$ cat src/rtl/rce_pkg.sv
`default_nettype none
// ============================================================================
// Module      : rce_pkg
// Description : Shared types and helpers for the ripple count extender.
// Revision    : 1.0 - initial release
// ============================================================================
package rce_pkg;

    localparam int NIBBLE_W = 4;

    typedef enum logic [0:0] {
        INIT  = 1'b0,
        TRACK = 1'b1
    } rce_state_e;

    // Mod-16 forward distance from the old nibble to the new one.
    function automatic logic [NIBBLE_W-1:0] nibble_delta(
        input logic [NIBBLE_W-1:0] new_v,
        input logic [NIBBLE_W-1:0] old_v
    );
        return new_v - old_v;
    endfunction

endpackage
`default_nettype wire

$ cat src/rtl/count_settle_filter.sv
`default_nettype none
// ============================================================================
// Module      : count_settle_filter
// Description : Synchronizes the ripple counter nibble and accepts it once,
//               after it has held steady for STABLE_CYCLES clocks.
// Revision    : 1.0 - initial release
// ============================================================================
module count_settle_filter
    import rce_pkg::*;
#(
    parameter int STABLE_CYCLES = 2,
    parameter int SYNC_STAGES   = 2
) (
    input  logic                clk,
    input  logic                rst_n,
    input  logic [NIBBLE_W-1:0] i_cnt,
    output logic [NIBBLE_W-1:0] o_s_value,
    output logic                o_accept
);

    localparam int RUN_W = 4;
    localparam logic [RUN_W-1:0] C_RUN_MAX = RUN_W'(STABLE_CYCLES);

    logic [SYNC_STAGES-1:0][NIBBLE_W-1:0] r_sync;
    logic [RUN_W-1:0]                     r_run;
    logic                                 r_done;

    logic [NIBBLE_W-1:0] w_s;
    logic [NIBBLE_W-1:0] w_s_next;
    logic                w_settled;
    logic                w_accept;

    assign w_s       = r_sync[SYNC_STAGES-1];
    assign w_s_next  = r_sync[SYNC_STAGES-2];
    assign w_settled = (r_run == C_RUN_MAX);
    assign w_accept  = w_settled && !r_done;

    always_ff @(posedge clk or negedge rst_n) begin
        if (!rst_n) begin
            r_sync <= '0;
        end else begin
            r_sync <= {r_sync[SYNC_STAGES-2:0], i_cnt};
        end
    end

    // The run restarts on the edge where a new value lands in the last stage.
    always_ff @(posedge clk or negedge rst_n) begin
        if (!rst_n) begin
            r_run  <= '0;
            r_done <= 1'b0;
        end else if (w_s_next != w_s) begin
            r_run  <= '0;
            r_done <= 1'b0;
        end else begin
            if (!w_settled) begin
                r_run <= r_run + 1'b1;
            end
            if (w_accept) begin
                r_done <= 1'b1;
            end
        end
    end

    assign o_s_value = w_s;
    assign o_accept  = w_accept;

endmodule
`default_nettype wire

$ cat src/rtl/ripple_count_extender.sv
`default_nettype none
// ============================================================================
// Module      : ripple_count_extender
// Description : Extends a settled 4-bit ripple count into a wide count with a
//               valid/ready output, wrap pulse and sticky status flags.
// Revision    : 1.0 - initial release
// ============================================================================
module ripple_count_extender
    import rce_pkg::*;
#(
    parameter int EXT_WIDTH     = 16,
    parameter int STABLE_CYCLES = 2,
    parameter int SYNC_STAGES   = 2
) (
    input  logic                 clock,
    input  logic                 reset,
    input  logic [3:0]           cnt_in,
    input  logic                 clr,
    input  logic                 out_ready,
    output logic [EXT_WIDTH-1:0] out_value,
    output logic                 out_valid,
    output logic                 wrap_pulse,
    output logic                 overflow,
    output logic                 missed
);

    rce_state_e          r_state;
    logic [NIBBLE_W-1:0] r_base;
    logic [EXT_WIDTH-1:0] r_value;
    logic                r_valid;
    logic                r_wrap;
    logic                r_ovf;
    logic                r_missed;

    logic [NIBBLE_W-1:0] w_s;
    logic                w_accept;
    logic [NIBBLE_W-1:0] w_delta;
    logic [EXT_WIDTH:0]  w_sum;
    logic                w_update;

    count_settle_filter #(
        .STABLE_CYCLES (STABLE_CYCLES),
        .SYNC_STAGES   (SYNC_STAGES)
    ) u_filter (
        .clk       (clock),
        .rst_n     (reset),
        .i_cnt     (cnt_in),
        .o_s_value (w_s),
        .o_accept  (w_accept)
    );

    assign w_delta  = nibble_delta(w_s, r_base);
    assign w_sum    = {1'b0, r_value} + {{(EXT_WIDTH + 1 - NIBBLE_W){1'b0}}, w_delta};
    assign w_update = w_accept && (r_state == TRACK) && (w_delta != '0);

    always_ff @(posedge clock or negedge reset) begin
        if (!reset) begin
            r_state  <= INIT;
            r_base   <= '0;
            r_value  <= '0;
            r_valid  <= 1'b0;
            r_wrap   <= 1'b0;
            r_ovf    <= 1'b0;
            r_missed <= 1'b0;
        end else if (clr) begin
            r_state  <= INIT;
            r_value  <= '0;
            r_valid  <= 1'b0;
            r_wrap   <= 1'b0;
            r_ovf    <= 1'b0;
            r_missed <= 1'b0;
        end else begin
            r_wrap <= 1'b0;
            if (w_accept && (r_state == INIT)) begin
                r_base  <= w_s;
                r_state <= TRACK;
            end
            // A fresh update keeps out_valid high even in a transfer cycle.
            if (w_update) begin
                r_value <= w_sum[EXT_WIDTH-1:0];
                r_valid <= 1'b1;
                r_base  <= w_s;
                r_wrap  <= (w_s < r_base);
                if (w_sum[EXT_WIDTH]) begin
                    r_ovf <= 1'b1;
                end
                if (r_valid && !out_ready) begin
                    r_missed <= 1'b1;
                end
            end else if (r_valid && out_ready) begin
                r_valid <= 1'b0;
            end
        end
    end

    assign out_value  = r_value;
    assign out_valid  = r_valid;
    assign wrap_pulse = r_wrap;
    assign overflow   = r_ovf;
    assign missed     = r_missed;

endmodule
`default_nettype wire

$ cat config.mk
export PLATFORM = sky130hd
export DESIGN_NAME = ripple_count_extender
export DESIGN_NICKNAME = d
export VERILOG_FILES = /design/src/rtl/rce_pkg.sv /design/src/rtl/count_settle_filter.sv /design/src/rtl/ripple_count_extender.sv
export SDC_FILE = /design/constraint.sdc
export NUM_CORES = 1
export LEC_CHECK = 0
export CAP_MARGIN = 15
export CORE_MARGIN = 4
export CORE_UTILIZATION = 55
export CTS_CLUSTER_SIZE = 24
export DETAILED_ROUTE_END_ITERATION = 8
export GPL_TIMING_DRIVEN = 1
export PLACE_DENSITY = 0.8
export SLEW_MARGIN = 10
export SYNTH_ARGS = -nofsm -noshare
export SYNTH_HDL_FRONTEND = slang
export SYNTH_SLANG_ARGS = --single-unit
$ cat constraint.sdc
create_clock -name clock -period 7.6 [get_ports clock]
set_input_delay 1.9 -clock clock [delete_from_list [all_inputs] [get_ports clock]]
set_output_delay 1.9 -clock clock [all_outputs]
set_load 0.01 [all_outputs]
==> results.cfg <==
[run_status]
status = finished clean

[worst_hold_path]
whs_endpoint = u_filter.o_s_value[2]$_DFF_PN0_
min_path_cells = 0
holdCritPathClass = reg -> reg
min_from = u_filter.w_s_next[2]$_DFF_PN0_

[final_layout]
final_cell_area_sq_um = 2340
drive_above_1_share = 0.0822
final_nets = 239
fin_util = 0.691
syn_to_final_growth_pct = 19.5
diodes = 0

[worst_setup_path]
cp_max_fo = 7
cp_top_family = buffers and inverters
r2r_end = out_value[14]$_DFFE_PN0P_
start_kind = flop
worstPathArrival_ns = 1.39
r2r_cells = 9
cp.buffers_inverters = 1
cp_slowest_stage_delay_ns = 0.57
rrSetupSlack_ns = 4.50
rr_startpoint = u_filter.o_s_value[0]$_DFF_PN0_
cp.depth = 1
cp_cell_sequence = clkdlybuf4s50_1
cp-end-kind = output port
path_class = reg -> out
worstPathRequired_ns = 5.70
slowest_stage = clkdlybuf4s50_1

[routing]
drtIter0Drc = 89
route.vias.total = 1514
drt-total-wl_um = 3950
vias_per_cell = 5.71
antenna_left = 0
post-route-drc-count = 0
wire_per_inst_um = 14.9
dr.pass1.iters = 4

[floorplanning]
die_w_um = 67.7
core_sq_um = 3390
start_util = 0.578
std_cell_rows = 21
die_area_sq_um = 4580
die_h_um = 67.7
io-pin-count = 28

[power_and_ir_drop]
swShare = 0.244
pwr-share-comb = 0.110
p_switching_uw = 95.2
power.leakage_uw = 0.000943
clockPowerShare = 0.353
seqPwrFrac = 0.537
p_int_uw = 295
p_per_area_nw_per_um2 = 167
irDropWorstVdd_uv = 163
power_uw = 390

[synthesis]
ys_warn_count = 0
synth_cell_types = 37
synth.avg_cell_area_sq_um = 10.4
synth-async-reset-ratio = 1.00
synth_nets = 210
synth_flop_cell = dfrtp_1
yosysSeqAreaShare = 0.485
synth_area_sq_um = 1960
synth-edff-count = 0
synthCells = 189
ys_seq_elements = 38

[timing]
hold_viol_final = 0
holdWs_ns = 0.405
fin_crit_sh = 0.433
rsz0062_at_grt = no
finalSetupViolCount = 0
slew_viol_final = 0
fmax_mhz = 304
relSlewSlack = 0.386
setup_tns_ns = 0
fin_crit_ns = 3.29
tightest_slew_ns = 0.915
finClkSkew_ns = 0.0130

[global_route]
grt_pass1_vias = 1483
track_usage = 0.202
grt_pass1_wl_um = 6800
grt_overflow = 0
grt_max_degree = 39
antenna_found_initial = 0

[flow_run]
drv_cap = 0

[clock_tree]
post-cts-setup-buffer-count = 0
cts_hold_buffers = 0
cts_tree = built
cts_resized = 0
cts_root_buf = clkbuf_4
clock_sinks = 38
clock_latency_ns = 0.34
cts_buffer_depth = 2
numCtsBuffers = 5
path_clk_slew_ns = 0.12
htreeDepth = 2

[placed_design]
place.gp.congestion = 0.789
placed_cell_area_sq_um = 2260
portBuffers = 27
post-dp-hpwl_um = 2960
[cell type report]
class	count	area, sq um
clock buffers	6	41.3
fillers	265	1050
clock inverters	2	37.5
inverters	10	37.5
multi-input cells	135	940
well taps	46	57.6
flip-flops and latches	38	951
repair buffers	28	278
[cells in the final DEF (no fill, tap or decap), types with 2 or more instances in the layout]
| master | count |
|---|---|
| dfrtp_1 | 38 |
| clkdlybuf4s50_1 | 27 |
| a21oi_1 | 20 |
| nand2_1 | 17 |
| nor2_1 | 13 |
| ha_1 | 11 |
| inv_1 | 10 |
| xnor2_1 | 7 |
| o31ai_1 | 7 |
| or4_1 | 7 |
| nand3_1 | 6 |
| clkbuf_4 | 5 |
| nor3_1 | 4 |
| o21ai_0 | 4 |
| mux2_2 | 4 |
| nand2b_1 | 4 |
| nand3b_1 | 3 |
| xor2_1 | 3 |
| a211oi_1 | 2 |
| nor3b_1 | 2 |
| or3_1 | 2 |
| nand4_1 | 2 |
| o41ai_1 | 2 |
| or2_2 | 2 |
| fa_1 | 2 |
[synth_stat cells (all sizes together), types with 4 or more instances]
library cell  instances  area [sq um]
a21oi                20           100
dfrtp                38           951
ha                   11           138
inv                  10          37.5
mux2                  4          45.0
nand2                17          63.8
nand2b                4          25.0
nand3                 6          30.0
nor2                 13          48.8
nor3                  4          20.0
o21ai                 4          20.0
o31ai                 7          52.6
or4                   7          52.6
xnor2                 7          61.3
xor2                  4          42.6
[cells by family (layout without fill, tap and decap cells)]
group	Yosys count	count (layout)	synth area share
AO/OA/AOI/OAI	39	39	0.121
flip-flops	38	38	0.485
adder cells (fa/ha/maj)	13	13	0.0906
multiplexers	5	5	0.0281
XOR/XNOR	11	11	0.0530
buffers and inverters	16	46	0.0357
AND/OR/NAND/NOR	67	67	0.186
[sequential cells by signal (all words and copies together) (netlist names)]
register            flops
overflow                1
u_filter.w_s_next       4
r_state                 1
wrap_pulse              1
out_valid               1
u_filter.r_run          4
u_filter.r_done         1
out_value              16
u_filter.o_s_value      4
r_base                  4
missed                  1
[power by group through the flow]
stage / sequential (uW) / combinational [uW] / clock (uW)
2_1_floorplan: 213 / 28.8 / 0
3_3_place_gp: 213 / 40.0 / 0
3_5_place_dp: 214 / 43.6 / 0
4_1_cts: 210 / 43.7 / 141
5_1_grt: 210 / 49.1 / 151
6_report: 210 / 42.9 / 138
[worst max path at each step]
stage | endpoint | from | slack, ns
floorplan | out_value[6]$_DFFE_PN0P_ | u_filter.o_s_value[0]$_DFF_PN0_ | 4.90
global placement | r_base[3]$_DFFE_PN0P_ | clr | 4.00
detailed placement | r_base[2]$_DFFE_PN0P_ | clr | 3.94
CTS | out_value[4] | out_value[4]$_DFFE_PN0P_ | 4.30
global route | r_base[2]$_DFFE_PN0P_ | clr | 4.20
finish | out_value[4] | out_value[4]$_DFFE_PN0P_ | 4.31
[metal layers]
metal	vias up	wire length (um)	GRT usage
li1	734	-	-
met1	722	1540	0.227
met2	48	2100	0.350
met3	10	214	0.0649
met4	0	94	0.0861
met5	-	0	0
[through the flow]
| stage | cells | setup WS [ns] |
|---|---|---|
| global route | 265 | 4.20 |
| global placement | 257 | 4.00 |
| finish | 265 | 4.31 |
| detailed placement | 257 | 3.94 |
| floorplan | 189 | 4.90 |
| CTS | 265 | 4.30 |
Power figures use the tool's default switching activity.
